--- config.mk ---
export PLATFORM = sky130hd
export DESIGN_NAME = iq_fetch_ctrl_flat
export DESIGN_NICKNAME = d
export VERILOG_FILES = /design/src/rtl/iq_fetch_ctrl_if.sv /design/src/rtl/iq_fetch_ctrl.sv /design/src/flat_wrapper.sv
export SDC_FILE = /design/constraint.sdc
export NUM_CORES = 1
export LEC_CHECK = 0
export CORE_ASPECT_RATIO = 1.25
export CORE_UTILIZATION = 60
export CTS_BUF_LIST = sky130_fd_sc_hd__clkbuf_8
export DETAILED_ROUTE_END_ITERATION = 16
export PLACE_DENSITY_LB_ADDON = 0.2
export SETUP_SLACK_MARGIN = 0.15
export SYNTH_ARGS = -nofsm -noshare
export SYNTH_HDL_FRONTEND = slang
export SYNTH_SLANG_ARGS = --single-unit
--- constraint.sdc ---
create_clock -name clk -period 5.4 [get_ports clk]
set_input_delay 0.54 -clock clk [delete_from_list [all_inputs] [get_ports clk]]
set_output_delay 0.54 -clock clk [all_outputs]
set_load 0.1 [all_outputs]
--- src/rtl/iq_fetch_ctrl_if.sv ---
// Fetch-side bundle: imem read request/response plus IQ enqueue and redirect.
// master = fetch controller, slave = memory/IQ/redirect environment.
interface iq_fetch_ctrl_if;
  logic        imem_req;
  logic [31:0] imem_addr;
  logic        imem_resp;
  logic [31:0] imem_rdata;
  logic        iq_enq;
  logic [31:0] iq_pc;
  logic [31:0] iq_inst;
  logic        iq_full;
  logic        flush;
  logic [31:0] flush_pc;

  modport master (
    output imem_req, imem_addr, iq_enq, iq_pc, iq_inst,
    input  imem_resp, imem_rdata, iq_full, flush, flush_pc
  );

  modport slave (
    input  imem_req, imem_addr, iq_enq, iq_pc, iq_inst,
    output imem_resp, imem_rdata, iq_full, flush, flush_pc
  );
endinterface

--- src/rtl/iq_fetch_ctrl.sv ---
// Fetch controller: owns the PC, issues in-order imem reads, feeds {pc, inst} to the IQ; FETCH_PERF_EN adds perf counters.
// Latency: a response reaches iq_enq one cycle after imem_resp at the earliest (registered FIFO, no bypass).
// Backpressure: iq_full stalls enqueue; requests stop once in-flight + buffered words reach MAX_OUT.

module iq_fetch_fifo #(
  parameter int W     = 32,
  parameter int DEPTH = 4
) (
  input  logic                         clk,
  input  logic                         rst_n,
  input  logic                         clr,
  input  logic                         push,
  input  logic [W-1:0]                 push_dat,
  input  logic                         pop,
  output logic [W-1:0]                 head_dat,
  output logic [$clog2(DEPTH+1)-1:0]   count
);
  localparam int AW = $clog2(DEPTH);
  localparam int CW = $clog2(DEPTH+1);

  logic [W-1:0]  mem [DEPTH];
  logic [AW-1:0] wr_ptr;
  logic [AW-1:0] rd_ptr;

  // Storage is not reset; readers gate the head with count.
  always_ff @(posedge clk) begin
    if (push && !clr) mem[wr_ptr] <= push_dat;
  end

  always_ff @(posedge clk or negedge rst_n) begin
    if (!rst_n) begin
      wr_ptr <= '0;
      rd_ptr <= '0;
      count  <= '0;
    end else if (clr) begin
      wr_ptr <= '0;
      rd_ptr <= '0;
      count  <= '0;
    end else begin
      if (push) wr_ptr <= wr_ptr + AW'(1);
      if (pop)  rd_ptr <= rd_ptr + AW'(1);
      count <= count + CW'(push) - CW'(pop);
    end
  end

  assign head_dat = mem[rd_ptr];
endmodule

module iq_fetch_ctrl #(
  parameter logic [31:0] RESET_PC = 32'h6000_0000,
  parameter int          MAX_OUT  = 4
) (
  input  logic             clk,
  input  logic             rst_n,
  iq_fetch_ctrl_if.master  bus
`ifdef FETCH_PERF_EN
  ,
  output logic [31:0]      perf_fetched,
  output logic [31:0]      perf_stall
`endif
);
  localparam int CW = $clog2(MAX_OUT+1);

  typedef enum logic [1:0] {IDLE, FETCH, REDIRECT} state_t;

  state_t        state;
  state_t        state_nxt;
  logic [31:0]   pc;
  logic [CW-1:0] outstanding;
  logic [CW-1:0] outstanding_nxt;
  logic [CW-1:0] discard;
  logic [CW-1:0] discard_nxt;
  logic [CW:0]   occupancy;

  logic [CW-1:0] tag_count;
  logic [31:0]   tag_head;
  logic [CW-1:0] resp_count;
  logic [63:0]   resp_head;

  logic req;
  logic enq;
  logic resp_keep;
  logic resp_empty;

  always_comb begin
    state_nxt       = state;
    discard_nxt     = discard;
    occupancy       = (CW+1)'(outstanding) + (CW+1)'(resp_count);
    resp_empty      = (resp_count == '0);
    req             = (state == FETCH) && !bus.flush && (occupancy < (CW+1)'(MAX_OUT));
    enq             = !resp_empty && !bus.iq_full && !bus.flush;
    resp_keep       = bus.imem_resp && !bus.flush && (discard == '0);
    outstanding_nxt = outstanding + CW'(req) - CW'(bus.imem_resp);

    // A response arriving with the flush is already excluded from outstanding_nxt.
    if (bus.flush)
      discard_nxt = outstanding_nxt;
    else if (bus.imem_resp && (discard != '0))
      discard_nxt = discard - CW'(1);

    case (state)
      IDLE:     state_nxt = FETCH;
      FETCH:    if (bus.flush && (outstanding_nxt != '0)) state_nxt = REDIRECT;
      REDIRECT: if (discard_nxt == '0) state_nxt = FETCH;
      default:  state_nxt = IDLE;
    endcase
  end

  always_ff @(posedge clk or negedge rst_n) begin
    if (!rst_n) begin
      state       <= IDLE;
      pc          <= RESET_PC;
      outstanding <= '0;
      discard     <= '0;
    end else begin
      state       <= state_nxt;
      outstanding <= outstanding_nxt;
      discard     <= discard_nxt;
      if (bus.flush)
        pc <= bus.flush_pc;
      else if (req)
        pc <= pc + 32'd4;
    end
  end

  // PC of each live request, consumed in order by the matching response.
  iq_fetch_fifo #(.W(32), .DEPTH(MAX_OUT)) u_tag_fifo (
    .clk      (clk),
    .rst_n    (rst_n),
    .clr      (bus.flush),
    .push     (req),
    .push_dat (pc),
    .pop      (resp_keep),
    .head_dat (tag_head),
    .count    (tag_count)
  );

  iq_fetch_fifo #(.W(64), .DEPTH(MAX_OUT)) u_resp_fifo (
    .clk      (clk),
    .rst_n    (rst_n),
    .clr      (bus.flush),
    .push     (resp_keep),
    .push_dat ({tag_head, bus.imem_rdata}),
    .pop      (enq),
    .head_dat (resp_head),
    .count    (resp_count)
  );

  assign bus.imem_req  = req;
  assign bus.imem_addr = pc;
  assign bus.iq_enq    = enq;
  assign bus.iq_pc     = resp_empty ? 32'd0 : resp_head[63:32];
  assign bus.iq_inst   = resp_empty ? 32'd0 : resp_head[31:0];

  // Every in-flight request is either tagged for delivery or pending discard.
  a_inflight_split: assert property (@(posedge clk) disable iff (!rst_n)
    ((CW+1)'(tag_count) + (CW+1)'(discard)) == (CW+1)'(outstanding));

`ifdef FETCH_PERF_EN
  always_ff @(posedge clk or negedge rst_n) begin
    if (!rst_n) begin
      perf_fetched <= '0;
      perf_stall   <= '0;
    end else begin
      if (enq && (perf_fetched != '1))
        perf_fetched <= perf_fetched + 32'd1;
      if (!resp_empty && bus.iq_full && (perf_stall != '1))
        perf_stall <= perf_stall + 32'd1;
    end
  end
`endif
endmodule
--- src/flat_wrapper.sv ---
// flat-port wrapper written by rule: the top's interface ports become plain ports
module iq_fetch_ctrl_flat 
#(
  parameter logic [31:0] RESET_PC = 32'h6000_0000,
  parameter int          MAX_OUT  = 4
)
  (clk, rst_n, bus_imem_req, bus_imem_addr, bus_iq_enq, bus_iq_pc, bus_iq_inst, bus_imem_resp, bus_imem_rdata, bus_iq_full, bus_flush, bus_flush_pc);
  iq_fetch_ctrl_if bus_i ();
  input  logic clk;
  input  logic rst_n;
  output wire logic [$bits(bus_i.imem_req)-1:0] bus_imem_req;
  output wire logic [$bits(bus_i.imem_addr)-1:0] bus_imem_addr;
  output wire logic [$bits(bus_i.iq_enq)-1:0] bus_iq_enq;
  output wire logic [$bits(bus_i.iq_pc)-1:0] bus_iq_pc;
  output wire logic [$bits(bus_i.iq_inst)-1:0] bus_iq_inst;
  input wire logic [$bits(bus_i.imem_resp)-1:0] bus_imem_resp;
  input wire logic [$bits(bus_i.imem_rdata)-1:0] bus_imem_rdata;
  input wire logic [$bits(bus_i.iq_full)-1:0] bus_iq_full;
  input wire logic [$bits(bus_i.flush)-1:0] bus_flush;
  input wire logic [$bits(bus_i.flush_pc)-1:0] bus_flush_pc;
  assign bus_imem_req = bus_i.imem_req;
  assign bus_imem_addr = bus_i.imem_addr;
  assign bus_iq_enq = bus_i.iq_enq;
  assign bus_iq_pc = bus_i.iq_pc;
  assign bus_iq_inst = bus_i.iq_inst;
  assign bus_i.imem_resp = bus_imem_resp;
  assign bus_i.imem_rdata = bus_imem_rdata;
  assign bus_i.iq_full = bus_iq_full;
  assign bus_i.flush = bus_flush;
  assign bus_i.flush_pc = bus_flush_pc;
  iq_fetch_ctrl #(.RESET_PC(RESET_PC), .MAX_OUT(MAX_OUT)) u_core (.clk(clk), .rst_n(rst_n), .bus(bus_i));
endmodule
# == After elaboration in Yosys (flattened, before gate mapping) ==
# Memory sizes are Yosys's and may differ from the RTL's.
# Cells that the tools add are included.
# totals
mem_count,2
out_inout_bits,98
input_bits,69
ramBits,384
ff_bits,51
elab_cells,72
# mem_list
memory,words,word_bits,rd,rd_clocked_by_memory_dff,wr,line,source
u_core.u_resp_fifo.mem,4,64,1,0,1,iq_fetch_ctrl.sv:21,logic [W-1:0] mem [DEPTH];
u_core.u_tag_fifo.mem,4,32,1,0,1,iq_fetch_ctrl.sv:21,
# classes
add_sub_neg,11
eq_ne,4
n_reduce_logical,23
magnitude_cmp,1
muxes,22
# op_table
cell,n
two-way mux 32 bit,4
adder 32 x 3 -> 32 bit (second input constant),1
two-way mux 2 bit,10
logical AND 1 bit,10
zero test 3 bit,3
two-way mux 3 bit,3
adder 2 x 1 -> 2 bit (second input constant),4
adder 3 x 1 -> 3 bit,2
case mux 2 bit (3 select lines),1
nonzero test 2 bit,3
nonzero test 3 bit,2
subtractor 3 x 1 -> 3 bit,2
adder 3 x 3 -> 4 bit,1
< comparator 4 x 3 -> 1 bit (second input constant),1
two-way mux 1 bit,4
zero test 1 bit,3
subtractor 3 x 1 -> 3 bit (second input constant),1
equality test 2 x 1 -> 1 bit (second input constant),1
equality test 2 bit (second input constant),1
zero test 2 bit,1
!= test 2 x 1 -> 1 bit (second input constant),1
!= test 2 bit (second input constant),1
AND reduction 2 bit,1

# == Logic depth before layout (Yosys ltp) ==
# Gate-level depths: netlist of run 1.
# depth
depth_word,9
depth_mapped,12
mapped_depth_nobuf,12

# == Cells and area by module ==
# A second synthesis of run 1 with hierarchy kept.
# unflattened
hier_cells,934
hier_area_um2,17769.5
# by_module_without_submodules
mod,instances,cells_each,area_per_inst_um2,seq_area_each_um2
iq_fetch_fifo at u_core.u_resp_fifo,1,372,9688.0,7862.5
iq_fetch_fifo at u_core.u_tag_fifo,1,205,5091.1,4018.9
iq_fetch_ctrl,1,357,2990.4,1003.5

# == Least setup slack after synthesis of run 1 ==
# No wires, ideal clock.
# synth_path
kind,input port to flip-flop
from,input bus_flush
to,register u_core.u_resp_fifo.count[1]
setup_slack_ns,0.956
t_arrival_ns,4.312
setup_time_ns,0.132
n_path_buf,2
stages,8
required_time_ns,5.268
path_cell_list,clkbuf_1 buf_1 nor3_1 ha_1 inv_1 ha_1 fa_1 nor2b_1
# synth_between
word_cells_on_any_way,7
cone_classes,2 x add/sub; 1 x mux; 4 x reduce/logical
# synth_lines
element,line,source
start: declaration,flat_wrapper.sv:19,input wire logic [$bits(bus_i.flush)-1:0] bus_flush;
zero test 1 bit,iq_fetch_ctrl.sv:91,enq = !resp_empty && !bus.iq_full && !bus.flush;
logical AND 1 bit,iq_fetch_ctrl.sv:91,
net bus_iq_enq,flat_wrapper.sv:13,output wire logic [$bits(bus_i.iq_enq)-1:0] bus_iq_enq;
subtractor 3 x 1 -> 3 bit,iq_fetch_ctrl.sv:42,count <= count + CW'(push) - CW'(pop);
two-way mux 3 bit,iq_fetch_ctrl.sv:35,end else if (clr) begin
end signal: assignment,iq_fetch_ctrl.sv:42,
end: declaration,iq_fetch_ctrl.sv:16,output logic [$clog2(DEPTH+1)-1:0] count
# The timed path passes the listed nets, and every way through them passes these cells.
# A chain may end at the register's enable or synchronous reset.

# == Worst setup path after layout of run 1 ==
# layout_path
from,register u_core.u_resp_fifo.rd_ptr[0]
to,output bus_iq_inst[10]
# layout_between
elab_chain_len,2
# layout_lines
element,line,source
start: declaration,iq_fetch_ctrl.sv:23,logic [AW-1:0] rd_ptr;
start signal: assignment,iq_fetch_ctrl.sv:41,if (pop) rd_ptr <= rd_ptr + AW'(1);
memory read (4 x 64 bit),-,
two-way mux 32 bit,iq_fetch_ctrl.sv:153,assign bus.iq_inst = resp_empty ? 32'd0 : resp_head[31:0];
end: declaration,flat_wrapper.sv:15,output wire logic [$bits(bus_i.iq_inst)-1:0] bus_iq_inst;
# Every way passes these cells.

==> metrics list, run 1 <==
* Sequential area share after synthesis: 0.740
- The die is 154 um wide.
- After routing the design area is 20500 um^2.
- Detailed-route wire length: 32300 um
- CTS sink cnt: 435
- After clock tree synthesis, the clock-pin slew on the worst setup and hold paths is approximately 0.06 ns.
* Largest net degree at the start of global routing: 69
- Largest fanout of any net on the critical path: 50
* Critical Path Source Type: flop
* Drc violations: 0
- Counting every instance in the synthesized netlist gives 906.
- The sequential cells in the finished layout cover a total of about 13000 um^2.
* Yosys Warn Count: 0
- Fraction of post-synthesis cell area in the top cell type by area: 0.666
- At the pin with the least slew margin, the transition time is 1.03 ns.
- Via count normalized by instance count: 5.99
* Result of the run: finished clean
* Core Rows: 69
- Clock latency on the worst-skew pair, taken at its later pin, is 0.57 ns.
- The first global-routing pass estimated 50200 um of wire.
- The total overflow left after global routing is 0.
- The setup path with the least slack is of type flop to output pin.
* Largest family of logic cells by synthesized area: multiplexers
- Nets in the synthesized netlist: 994
* Filler cells: 1738
- Pin placement for this block handled between 150 and 200 I/O pins.
- First-pass DRT Iterations: 4
- Number of enable flip-flop cells after synthesis: 384
- Critical path data arrival time: 3.86 ns
* Antenna fix cells: 0
- Total Negative Setup Slacks: 0 ns
- The tree is rooted in a clkbuf_8.
* Post-Synth XOR/XNOR Area: 0.00687
* Buffers on Ports: 166
- TritonCTS clock tree: done
- Post-place instance area: between 15000 and 20000 um^2
- Share of synthesized cell area in full adder, half adder and majority cells: 0.0146
- In the final routed layout, each cell accounts on average for 21.4 um.
- Summed instance area of the synthesized netlist: about 17000 um^2
- Floorplan die height: 192 um
- At the worst endpoint, the required time is 4.86 ns.
* Area of the core region: ~28000 um^2
- Post-synth top area cell: edfxtp_1
* Global placer's final weighted congestion: 0.811
- CTS built an H-tree with a depth of 3.
- Detailed-placement wirelength estimate: about 19000 um
- Setup slack on the worst reg-to-reg path comes out at 2.14 ns.
- Ys async rst share: 0.117
- The count of final hold-check violations came to 0.
- The initial antenna violation count is 0.
- The initial utilization of the core area, before any placement, comes to 0.609.
- Vias in the first global route: 9244
- Number of violations of the max-capacitance limit: 0
* Minimum period implied by the final worst setup slack: 4.40 ns
- STA classifies the critical path endpoint as an output pin.
* Synthesized area per cell: 19.1 um^2
- Synthesis instantiated just over 50 different standard cells from the library.
- Synth Area in Compound Gates: 0.0275
- In the synthesized netlist the dominant register cell turns out to be edfxtp_1.
* Worst-case vdd ir drop: 270 uV
- For this run, the post-layout net count is 1195.
- Static Leak: 0.00669 uW
- Measured against its own limit, the worst slew margin works out to 0.315.
* Proportion of layout cells with a drive suffix above 1: 0.181
* Number of max-slew violations in the final report: 0
- # hold bufs at CTS: 0
* Remaining number of nets flagged by the antenna check after routing: 0
- For this run, the total global-route usage over all layers was measured as 0.228.
- Area Overhead vs Synth: 18.6%
- Maximum clock rate: 227 MHz
* Flip-flop and latch count after synthesis: 435
* Worst hold path type: primary input to async pin
- Die outline area: 29500 um^2
- Max Buffers Root-to-Sink: 3
* Worst Reg2Reg Path Length in Cells: 11
- Clock skew on the completed layout was measured at 0.0240 ns.
- Post-route fraction of the period consumed by the critical path: 0.815
- In this run, the number of DRC markers left after iteration 0 of detailed routing was 506.
- Inserted Clock Buffers: 67
- After clock tree synthesis, the setup repair step added 0 buffers.
* Simple-gate share of the synthesized area: 0.0683
* Setup repair after global routing missed its margin: no
- Of the post-synthesis cell area, the part taken by muxes is 0.127.
- Dividing total power by cell area gives a power density of 485 nW/um^2.
* Number of vias in the routed layout: approximately 9000
- Combined area of the multi-input logic cells: 4250 um^2
- Sorting the synthesized cells by area gives the leading types as edfxtp_1, mux4_2, dfrtp_1.
- Setup violations remaining at the end of the flow were counted as 0.
* Post_cts resized: 0
-- power by group --
| part | internal, uW | switching, uW |
|---|---|---|
| Clock | 1280 | 1160 |
| Sequential | 3930 | 235 |
| Combinational | 981 | 2370 |
| Total | 6190 | 3770 |
-- logic make-up (layout without fill, tap and decap cells) --
group | after synthesis | count (layout)
xor+xnor | 12 | 12
flops | 435 | 435
mux | 100 | 100
compound gates | 70 | 70
fa+ha+maj | 19 | 19
buf+inv | 65 | 311
simple gates | 205 | 205
-- critical path, cell delays in order (launching register included) --
cell	delay [ns]
dfrtp_4	1.06
buf_4	0.48
mux4_2	0.56
nor2b_1	0.15
clkdlybuf4s50_1	1.00
-- final timing paths --
| path | start | end |
|---|---|---|
| max | u_core.u_resp_fifo.rd_ptr[0]$_DFFE_PN0P_ | bus_iq_inst[10] |
| min | rst_n | u_core.bus.imem_addr[1]$_DFFE_PN0P_ |
| max reg2reg | u_core.u_resp_fifo.count[2]$_DFF_PN0_ | u_core.state[1]$_DFFE_PN0P_ |
| min reg2reg | u_core.u_resp_fifo.wr_ptr[1]$_DFFE_PN0P_ | u_core.u_resp_fifo.wr_ptr[1]$_DFFE_PN0P_ |
| max in group asynchronous | rst_n | u_core.u_resp_fifo.rd_ptr[0]$_DFFE_PN0P_ |
| min in group clk | bus_flush_pc[29] | u_core.bus.imem_addr[29]$_DFFE_PN1N_ |
-- per-stage QoR --
stage | setup WS [ns] | hold WS, ns | util | instances | power (uW)
2_1_floorplan | 0.956 | 0.244 | - | 906 | 6810
3_3_place_gp | 1.53 | 0.555 | 0.680 | 1393 | 7560
3_5_place_dp | 1.47 | 0.564 | 0.680 | 1393 | 7620
4_1_cts | 0.842 | 0.0866 | 0.722 | 1507 | 10100
5_1_grt | 0.735 | 0.135 | 0.722 | 1507 | 10300
6_report | 0.999 | 0.106 | 0.722 | 1507 | 9960
-- Yosys cell counts (all sizes together) (8+ instances only) --
cell,instances
a31oi,21
and2,8
buf,15
clkbuf,31
dfrtp,49
edfxtp,384
ha,17
inv,19
mux4,96
nand2,19
nand3,17
nand4,11
nor2,35
nor2b,69
o21ai,14
o31ai,14
or3,8
or4,16
-- final cells by class --
class	instances	area share
Clock buffer	76	0.0510
Tap cell	355	0.0216
Timing Repair Buffer	178	0.0849
Sequential cell	435	0.625
Inverter	19	0.00348
Clock inverter	38	0.00726
Multi-Input combinational cell	406	0.207
-- state kept, by name, indices dropped and copies added (netlist names) --
| signal | cells |
|---|---|
| u_core.u_resp_fifo.wr_ptr | 2 |
| u_core.bus.imem_addr | 32 |
| u_core.u_resp_fifo.count | 3 |
| u_core.u_tag_fifo.mem | 128 |
| u_core.outstanding | 3 |
| u_core.u_tag_fifo.wr_ptr | 2 |
| u_core.discard | 3 |
| u_core.u_resp_fifo.rd_ptr | 2 |
| u_core.u_tag_fifo.rd_ptr | 2 |
| u_core.state | 2 |
| u_core.u_resp_fifo.mem | 256 |
-- layout by cell type, fill, tap and decap left out, drive strengths merged, types with 3 or more instances in the layout --
cell             n
a21o             3
a21oi            3
a31oi           21
and2             8
and4             5
buf             15
clkbuf          76
clkdlybuf4s50  163
clkinv          18
dfrtp           49
edfxtp         384
ha              17
inv             39
mux4            96
nand2           19
nand2b           4
nand3           17
nand4           11
nor2            35
nor2b           69
nor3             4
o21ai           14
o31a             5
o31ai           14
or3              8
or4             16
xnor2            6
xor2             5
-- metal layers --
metal / share of wire / track usage / vias to the layer above
met1: 0.42 / 0.299 / 4626
met4: 0.026 / 0.0950 / 0
li1: - / - / 4040
met5: 0 / 0 / -
met3: 0.053 / 0.0431 / 57
met2: 0.50 / 0.378 / 311
Note: power is estimated with default switching activity, not from simulation.
==> run 2, diff against run 1 <==
--- a/config.mk
+++ b/config.mk
@@ -6,7 +6,7 @@
 export NUM_CORES = 1
 export LEC_CHECK = 0
 export CORE_ASPECT_RATIO = 1.25
-export CORE_UTILIZATION = 60
+export CORE_UTILIZATION = 53
 export CTS_BUF_LIST = sky130_fd_sc_hd__clkbuf_8
 export DETAILED_ROUTE_END_ITERATION = 16
 export PLACE_DENSITY_LB_ADDON = 0.2
==> constraint.sdc (replaced) <==
create_clock -name clk -period 3.8 [get_ports clk]
set_input_delay 0.38 -clock clk [delete_from_list [all_inputs] [get_ports clk]]
set_output_delay 0.38 -clock clk [all_outputs]
set_load 0.1 [all_outputs]
==> run 2 against run 1 <==
Final cell count is 4.8% higher. Flip-flop and latch count did not move. Clock skew fell by 0.0067 ns. Critical path type unchanged. Largest power group unchanged. Highest routed layer unchanged.
==> metrics list, run 2 (same netlist as run 1, synthesis figures left out) <==
- For the final routed database, the setup TNS stands at 0 ns.
- Normalized max-slew margin: 0.324
- First-pass DRT Iterations: 5
- The HPWL after detailed placement is 19800 um.
- Max incr delay on CP: 0.92 ns
* Overall die width: 164 um
- Buffers on Ports: 166
- Power spread over the standard cell area amounts to 688 nW/um^2.
* Maximum clock rate: 305 MHz
* Inserted Clock Buffers: 66
- Worst-path cell chain: buf_4, mux4_2, nor2b_1, buf_4
- In the routed layout, each cell is associated on average with a via count of 5.73.
- The setup path with the least slack is of type flop to output pin.
- The tool flagged a number of max-cap violations equal to 0.
* Critical Path Source Type: flop
- After clock tree synthesis, the clock-pin slew on the worst setup and hold paths is 0.07 ns.
- Number of max-slew violations in the final report: 0
- Detailed-route wire length: 32300 um
* 1st-iter DRT viols: about 640
* Critical Path Sink Type: output pin
* Setup repair after global routing missed its margin: no
- The register with the most flip-flops in the final layout is u_core.u_resp_fifo.mem.
* Post-route fraction of the period consumed by the critical path: 0.863
- The die covers 33400 um^2.
- Data on the critical path is required at its endpoint by 3.42 ns.
- First-pass GRT wire length: a little over 50000 um
* Number of vias in the routed layout: 9046
* Area of the core region: 32000 um^2
* Filler cells: 2291
* Delay-heaviest family, CP: flip-flops
- The number of global-route vias before repair is 9595.
* H-tree depth: 3
* Worst-case vdd ir drop: ~600 uV
* Number of antenna violations at the first check in global routing: 0
- Core Rows: 73
- TritonCTS built the clock tree.
* Static Leak: 0.00692 uW
- The congestion estimate from routability-driven global placement came to 0.746.
- Max reg flops: 256
* Boundary pin count: 167
- Cell with the biggest individual delay on the critical path: dfrtp_4
- From synthesis to final layout, the design area changed by 19.5%.
- GRT Resource Usage Total: 0.203
- For the worst setup path, the data arrival time is just under 3 ns.
* Cell chosen for the clock root: clkbuf_8
- Largest net degree at the start of global routing: 56
- On the final layout, the worst clock skew is 0.0174 ns.
- CP most frequent cell: buf_4
- Final-report setup violation count: 0
* Combined area of the multi-input logic cells: approximately 4300 um^2
- Routed wire length per instance: 20.5 um
- Commonest cells after routing, fill and taps aside: edfxtp_1, clkdlybuf4s50_1, mux4_2
* Drc violations: 0
* Overall overflow remaining after global route: 0
- The repair_antennas step left the layout with diodes totalling 0.
- Hold violation total from the final report: 0
- For the pin with the worst max-slew slack, the measured transition is 1.01 ns.
* Most common cell after layout, fill and taps aside: edfxtp_1
* Minimum period implied by the final worst setup slack: roughly 3.3 ns
- The run finished with clean final reports.
- The clock passes through at most 3 buffers.
* Floorplan die height: 204 um
- Post-place instance area: 19400 um^2
- Of all nets on the critical path, the largest fanout is 39.
- Sum of buffers and inverters on the critical path: 2
- In the final layout, flip-flops and latches occupy 12800 um^2.
- In the final layout, the share of cells above drive strength 1 is 0.248.
* CTS sink cnt: approximately 440
- The worst hold path belongs to the class primary input to flop.
- Post_cts resized: 0
- At the later pin of the worst-skew pair, clock insertion delay measures 0.57 ns.
- Utilization of the core after routing: 0.647
- Remaining number of nets flagged by the antenna check after routing: 0
- After the last flow step, the layout net total stands at 1206.
* Effective utilization at floorplan: 0.541
- The finished cells cover 20700 um^2.
==> run 2: cell types whose count changed in the layout (fill, tap and decap cells not counted), moves of 2 or more <==
| cell | delta |
|---|---|
| buf_4 | +68 |
| clkinv_1 | -5 |
| clkinvlp_4 | +2 |
| clkdlybuf4s50_1 | -64 |
| buf_12 | +7 |
| clkinv_2 | +2 |
| inv_1 | +3 |
==> run 2: cell type report <==
class / instances / share of cell area
Inverter: 19 / 0.00345
Timing Repair Buffer: 190 / 0.0852
Multi-Input combinational cell: 406 / 0.206
Tap cell: 412 / 0.0249
Sequential cell: 435 / 0.620
Clock inverter: 41 / 0.00950
Clock buffer: 77 / 0.0513
==> run 2: stage by stage <==
stage | setup slack (ns) | total power, uW | instances | hold WS, ns
2_1_floorplan | 0.508 | 9670 | 906 | 0.0844
3_3_place_gp | 0.670 | 10700 | 1461 | 0.543
3_5_place_dp | 0.617 | 10800 | 1461 | 0.551
4_1_cts | 0.381 | 14400 | 1580 | 0.328
5_1_grt | 0.260 | 14800 | 1580 | 0.342
6_report | 0.522 | 14200 | 1580 | 0.367
==> run 2: metal layers <==
metal	up-vias	track usage	wire length (um)
li1	4078	-	-
met1	4623	0.259	13600
met2	277	0.345	16200
met3	68	0.0408	1800
met4	0	0.0741	707
met5	-	0	0
==> run 2: path summary, 6_finish.rpt <==
path,startpoint,endpoint,slack [ns],cells past startpoint
worst min-delay path,bus_flush_pc[14],u_core.bus.imem_addr[14]$_DFFE_PN0N_,0.37,3
worst min register to register,u_core.bus.imem_addr[29]$_DFFE_PN1N_,u_core.bus.imem_addr[29]$_DFFE_PN1N_,0.57,2
max in group asynchronous,rst_n,u_core.bus.imem_addr[5]$_DFFE_PN0N_,2.57,3
worst max-delay path,u_core.u_resp_fifo.rd_ptr[0]$_DFFE_PN0P_,bus_iq_pc[21],0.52,4
worst max register to register,u_core.u_resp_fifo.count[2]$_DFF_PN0_,u_core.state[1]$_DFFE_PN0P_,0.60,11
min in group asynchronous,rst_n,u_core.bus.imem_addr[13]$_DFFE_PN0N_,0.48,2
==> run 2: tightest hold or removal path, delay by kind of cell <==
family / cells / cell delay, ns
buffers and inverters: 1 / 0.40
AND/OR/NAND/NOR: 1 / 0.08
AO/OA/AOI/OAI: 1 / 0.04
==> run 2: what timing repair did <==
| item | 4_1_cts | 5_1_grt |
|---|---|---|
| endpoints found under the setup margin | 0 | 0 |
| buffers inserted | 0 | 0 |
| endpoints found under the hold margin | 36 | 0 |
| hold buffers | 1 | 0 |
==> run 2: power breakdown <==
group / internal, uW / switching [uW] / leakage [uW]
logic: 1330 / 3420 / 0.00214
registers: 5590 / 306 / 0.00405
clock network: 1910 / 1660 / 0.000730
total: 8830 / 5390 / 0.00692
==> RTL change 1, RTL diff (settings of run 2) <==
`MAX_OUT` is set to 4 in 2 places; all go to 8.
--- a/src/rtl/iq_fetch_ctrl.sv
+++ b/src/rtl/iq_fetch_ctrl.sv
@@ -48,7 +48,7 @@
 
 module iq_fetch_ctrl #(
   parameter logic [31:0] RESET_PC = 32'h6000_0000,
-  parameter int          MAX_OUT  = 4
+  parameter int          MAX_OUT  = 8
 ) (
   input  logic             clk,
   input  logic             rst_n,
--- a/src/flat_wrapper.sv
+++ b/src/flat_wrapper.sv
@@ -2,7 +2,7 @@
 module iq_fetch_ctrl_flat 
 #(
   parameter logic [31:0] RESET_PC = 32'h6000_0000,
-  parameter int          MAX_OUT  = 4
+  parameter int          MAX_OUT  = 8
 )
   (clk, rst_n, bus_imem_req, bus_imem_addr, bus_iq_enq, bus_iq_pc, bus_iq_inst, bus_imem_resp, bus_imem_rdata, bus_iq_full, bus_flush, bus_flush_pc);
   iq_fetch_ctrl_if bus_i ();
Formal check against the unedited RTL: same outputs for any inputs over 4 cycles, from zero or initial values and one cycle with rst_n low; that may be too few to reach the edited logic, so the function may still have changed.
==> RTL change 1 against run 2 <==
  * Worst setup slack lost 0.35 ns
  * Cell area rose by 82%
  * Sequential cell count increased by 391
  * Global-route usage increased by 1.3 points
  * Power up 75%
  * Final cell count rose by 69%
  * Clock skew grew 0.022 ns
  * Critical path depth rose by 9
  * Wire length is 100% higher
  * Clock power grew 89%
  * Area after synthesis up 86%
  * First-iteration DRC count grew 63%
==> RTL change 1: results (changes against run 2) <==
.. list-table::
   :header-rows: 1

   * - Metric
     - Value
   * - Routability congestion estimate from global placement
     - 0.776 (was 0.746)
   * - Clock network power
     - 6.74 mW (was 3.57 mW)
   * - Xor/xnor cell area share of the yosys netlist
     - 1.03% (was 0.687%)
   * - Non-filler cells, final
     - 2678 (was 1580)
   * - Synthesized-area fraction occupied by ao, oa, aoi and oai cells
     - 0.989% (was 2.75%)
   * - Overall track demand over capacity in global routing
     - 21.6% (was 20.3%)
   * - Longest individual stage delay on the worst path
     - 0.52 ns (was 0.92 ns)
   * - R2R setup slack
     - 0.17 ns (was 0.60 ns)
   * - Net count of the mapped netlist
     - 1631 (was 994)
   * - Half-perimeter wire length of the detailed placement result
     - 35500 um (was 19800 um)
   * - # fillers
     - 4173 (was 2291)
   * - Count of flip-flops with a built-in enable after synthesis
     - 768 (was 384)
   * - Leading post-synthesis cells by cell area
     - sky130_fd_sc_hd__edfxtp_1 72%, sky130_fd_sc_hd__mux4_2 13%, sky130_fd_sc_hd__dfrtp_1 4.3% (was sky130_fd_sc_hd__edfxtp_1 67%, sky130_fd_sc_hd__mux4_2 12%, sky130_fd_sc_hd__dfrtp_1 7.1%)
   * - Switching share of power
     - 35.3% (was 37.9%)
   * - Number of DRC violations after detailed-routing iteration 0
     - 1048 (was 641)
   * - Number of CTS-inserted buffers
     - 119 (was 66)
   * - Cell area after placement
     - 0.0352 mm2 (was 0.0194 mm2)
   * - Number of cells after detailed placement
     - 2445 (was 1461)
   * - Largest net degree at the start of global routing
     - 74 (was 56)
   * - Standby leakage power
     - 12.0 nW (was 6.92 nW)
   * - Critical Setup Path Class
     - reg -> reg (was reg -> out)
   * - Latest clock arrival within the worst-skew pair
     - 0.73 ns (was 0.57 ns)
   * - Post-Synth Adder-Cell Area
     - 0.822% (was 1.46%)
   * - Nets
     - 1894 (was 1206)
   * - Instance count of the mapped netlist
     - 1542 (was 906)
   * - CP Data Arrival Time
     - 4.25 ns (was 2.90 ns)
   * - Setup WS pre-CTS
     - 0.268 ns (was 0.617 ns)
   * - Fraction of layout cells with a size suffix above 1
     - 28.2% (was 24.8%)
   * - Sequential share of power
     - 43.2% (was 41.5%)
   * - Run status
     - complete, no violations (unchanged)
   * - Vias in the first global route
     - 16835 (was 9595)
   * - Overall power after layout
     - 24.9 mW (was 14.2 mW)
==> RTL change 1: cell count changes after synthesis, moves of 21 or more <==
| cell | run 2 | this run |
|---|---|---|
| sky130_fd_sc_hd__nor2b_1 | 69 | 2 |
| sky130_fd_sc_hd__nor2_1 | 35 | 94 |
| sky130_fd_sc_hd__edfxtp_1 | 384 | 768 |
| sky130_fd_sc_hd__mux2i_1 | 2 | 69 |
| sky130_fd_sc_hd__a31oi_1 | 21 | 0 |
| sky130_fd_sc_hd__o21ai_1 | 0 | 21 |
| sky130_fd_sc_hd__mux2_2 | 2 | 38 |
| sky130_fd_sc_hd__mux4_2 | 96 | 192 |
| sky130_fd_sc_hd__nand2_1 | 19 | 51 |
==> RTL change 1: metal layers <==
metal / global-route usage, % / share of wire [%] / up-vias
li1: - / - / 6860
met1: 28.3 / 41 / 8246
met2: 36.6 / 52 / 457
met3: 3.02 / 4.2 / 119
met4: 9.07 / 2.9 / 0
met5: 0 / 0 / -
==> RTL change 1: worst min-delay path by stage <==
| stage | start | endpoint | slack [ns] | depth (start not counted) |
|---|---|---|---|---|
| after floorplan | rst_n | u_core.bus.imem_addr[0] | 0.08 | 0 |
| after global placement | u_core.state[1] | u_core.state[0] | 0.47 | 1 |
| after detailed placement | u_core.state[1] | u_core.state[0] | 0.48 | 1 |
| after CTS | bus_flush | u_core.discard[0] | 0.06 | 3 |
| after global routing | bus_flush | u_core.discard[0] | 0.15 | 3 |
| final | bus_flush | u_core.discard[0] | 0.14 | 3 |
==> RTL change 1: final cells by class <==
cell class	count	area, um2	share of cell area [%]
antenna	1	2.50	0.00666
tap	765	957	2.55
clock buffer	128	1760	4.69
inverter	16	61.3	0.163
clock inverter	100	571	1.52
sequential	826	24500	65.3
timing repair buffer	214	2100	5.59
multi-input combinational	628	7570	20.1
==> RTL change 2, RTL diff (config.mk and constraints of run 2) <==
Made on the original files. Encoding of `state_t`: now one-hot (3 bits for 3 states).
--- a/src/rtl/iq_fetch_ctrl.sv
+++ b/src/rtl/iq_fetch_ctrl.sv
@@ -61,7 +61,7 @@
 );
   localparam int CW = $clog2(MAX_OUT+1);
 
-  typedef enum logic [1:0] {IDLE, FETCH, REDIRECT} state_t;
+  typedef enum logic [2:0] {IDLE = 3'b001, FETCH = 3'b010, REDIRECT = 3'b100} state_t;
 
   state_t        state;
   state_t        state_nxt;
Formal check against the unedited RTL: no difference found for any inputs over 4 cycles, from zero or initial values and one cycle with rst_n low; so few cycles prove little.
==> RTL change 2 against run 2 <==
  * Clock skew fell by 0.0041 ns
  * Combinational power grew 28%
  * Worst setup slack worse by 0.10 ns
  * Worst hold slack worse by 0.090 ns
  * First-iteration DRC count decreased by 33%
  * Cell area shrank 0.93%
  * Wire length fell by 2.6%
  * Sequential cell count up 1
  * Maximum frequency shrank 3.1%
  * Clock power down 10%
  * Count of clock-buffer cells in the layout is 16 lower
  * Area after synthesis fell by 0.22%
  * Power rose by 6.6%
  * Critical path type is now reg -> reg
  * Critical endpoint is now u_core.state[1]
==> RTL change 2: results (changes against run 2) <==
.. list-table::
   :header-rows: 1

   * - Metric
     - Value
   * - CP Data Arrival Time
     - 3.91 ns (was 2.90 ns)
   * - Number of CTS-inserted buffers
     - 61 (was 66)
   * - Latest clock arrival within the worst-skew pair
     - 0.60 ns (was 0.57 ns)
   * - Nets
     - 1192 (was 1206)
   * - Run status
     - complete, no violations (unchanged)
   * - Half-perimeter wire length of the detailed placement result
     - 19800 um (about the same)
   * - Post-synthesis sequential area ratio
     - 74.4% (was 74.0%)
   * - Largest net degree at the start of global routing
     - 66 (was 56)
   * - Register cell area after layout
     - 0.0128 mm2 (about the same)
   * - Cell variety after synth
     - 41 (was 51)
   * - Net count of the mapped netlist
     - 981 (was 994)
   * - Worst supply voltage drop on vdd
     - 0.841 mV (was 0.585 mV)
   * - Critical path peak fanout
     - 6 (was 39)
   * - Routability congestion estimate from global placement
     - 0.818 (was 0.746)
   * - Internal power
     - 8.73 mW (was 8.83 mW)
   * - Fraction of layout cells with a size suffix above 1
     - 24.8% (about the same)
   * - Async SR Flop Fraction
     - 11.9% (was 11.7%)
   * - Power per unit of standard cell area
     - 740 mW/mm2 (was 688 mW/mm2)
   * - Vias in the first global route
     - 8992 (was 9595)
   * - CTS H-Tree Depth
     - 2 (was 3)
   * - Longest individual stage delay on the worst path
     - 0.49 ns (was 0.92 ns)
   * - Worst slew pin tran
     - 1.01 ns (about the same)
   * - Standby leakage power
     - 6.88 nW (was 6.92 nW)
   * - Setup skew after layout
     - 0.0133 ns (was 0.0174 ns)
   * - Vias after detailed routing
     - 8645 (was 9046)
   * - Cell with the largest stage delay on the worst path
     - sky130_fd_sc_hd__fa_1 (was sky130_fd_sc_hd__dfrtp_4)
   * - Most common library cells after synthesis
     - 384 x sky130_fd_sc_hd__edfxtp_1, 96 x sky130_fd_sc_hd__mux4_2, 69 x sky130_fd_sc_hd__nor2b_1 (unchanged)
[RTL change 2: changes by cell type after synthesis, sizes merged, moves of 4 or more]
cell / change
nand2: +25
a31oi: -21
xor2: +17
o21ai: +16
or4: -16
nor2: -14
o31ai: -13
xnor2: +11
or3: -8
clkbuf: -6
nor4: +5
o31a: -5
nor4b: +4
[RTL change 2: through the flow]
step | std cells | hold WS, ns | setup slack, ns | cell area [um2]
finish | 1566 | 0.277 | 0.417 | 20500
global route | 1566 | 0.256 | 0.216 | 20500
CTS | 1566 | 0.243 | 0.350 | 20500
detailed placement | 1452 | 0.474 | 0.387 | 19400
global placement | 1452 | 0.466 | 0.509 | 19400
floorplan | 893 | 0.0844 | 0.220 | 17300
[RTL change 2: tightest hold or removal path, delay by kind of cell]
family / cells / cell delay [ns]
simple gates: 1 / 0.11
buf+inv: 2 / 0.35
[RTL change 2: worst paths after layout]
kind	slack (ns)	from	to	depth (start not counted)
worst min register to register	0.57	u_core.u_resp_fifo.wr_ptr[1]	u_core.u_resp_fifo.wr_ptr[1]	2
worst min-delay path	0.28	bus_flush	u_core.u_tag_fifo.rd_ptr[0]	3
min in group asynchronous	0.35	rst_n	u_core.bus.imem_addr[25]	2
worst max register to register	0.42	u_core.u_resp_fifo.count[1]	u_core.state[1]	12
max in group asynchronous	2.61	rst_n	u_core.bus.imem_addr[30]	3
worst max-delay path	0.42	u_core.u_resp_fifo.count[1]	u_core.state[1]	12
[RTL change 2: power groups by stage]
stage	combinational, mW	clock, mW	sequential, mW
6_report	6.10	3.20	5.85
2_1_floorplan	4.70	0	6.06
5_1_grt	6.39	3.47	5.89
3_3_place_gp	6.11	0	5.94
4_1_cts	6.17	3.29	5.86
3_5_place_dp	6.16	0	5.96
[RTL change 2: area by class of cell]
type	instances	share of cell area [%]
Clock buffer	61	4.10
Clock inverter	52	1.20
Inverter	16	0.293
Multi-Input combinational cell	400	20.7
Sequential cell	436	62.7
Tap cell	412	2.52
Timing Repair Buffer	189	8.54
[RTL change 2: logic make-up (layout without fill, tap and decap cells)]
logic type / Yosys count / count (layout) / synth area share [%]
xor gates and xnor gates: 39 / 39 / 1.98
muxes: 103 / 103 / 13.0
AOI/OAI and AO/OA: 37 / 37 / 1.20
and+or+nand+nor: 202 / 202 / 6.70
DFF: 436 / 436 / 74.4
adders and majority gates: 19 / 19 / 1.46
buffers and inverters: 57 / 318 / 1.35
[RTL change 2: routing by layer]
layer  part of all wire [%]  global-route usage [%]  vias to the layer above
li1                       -                       -                     3937
met1                     41                    25.3                     4390
met2                     52                    33.7                      266
met3                    5.0                    3.29                       52
met4                    2.2                    7.01                        0
met5                      0                       0                        -
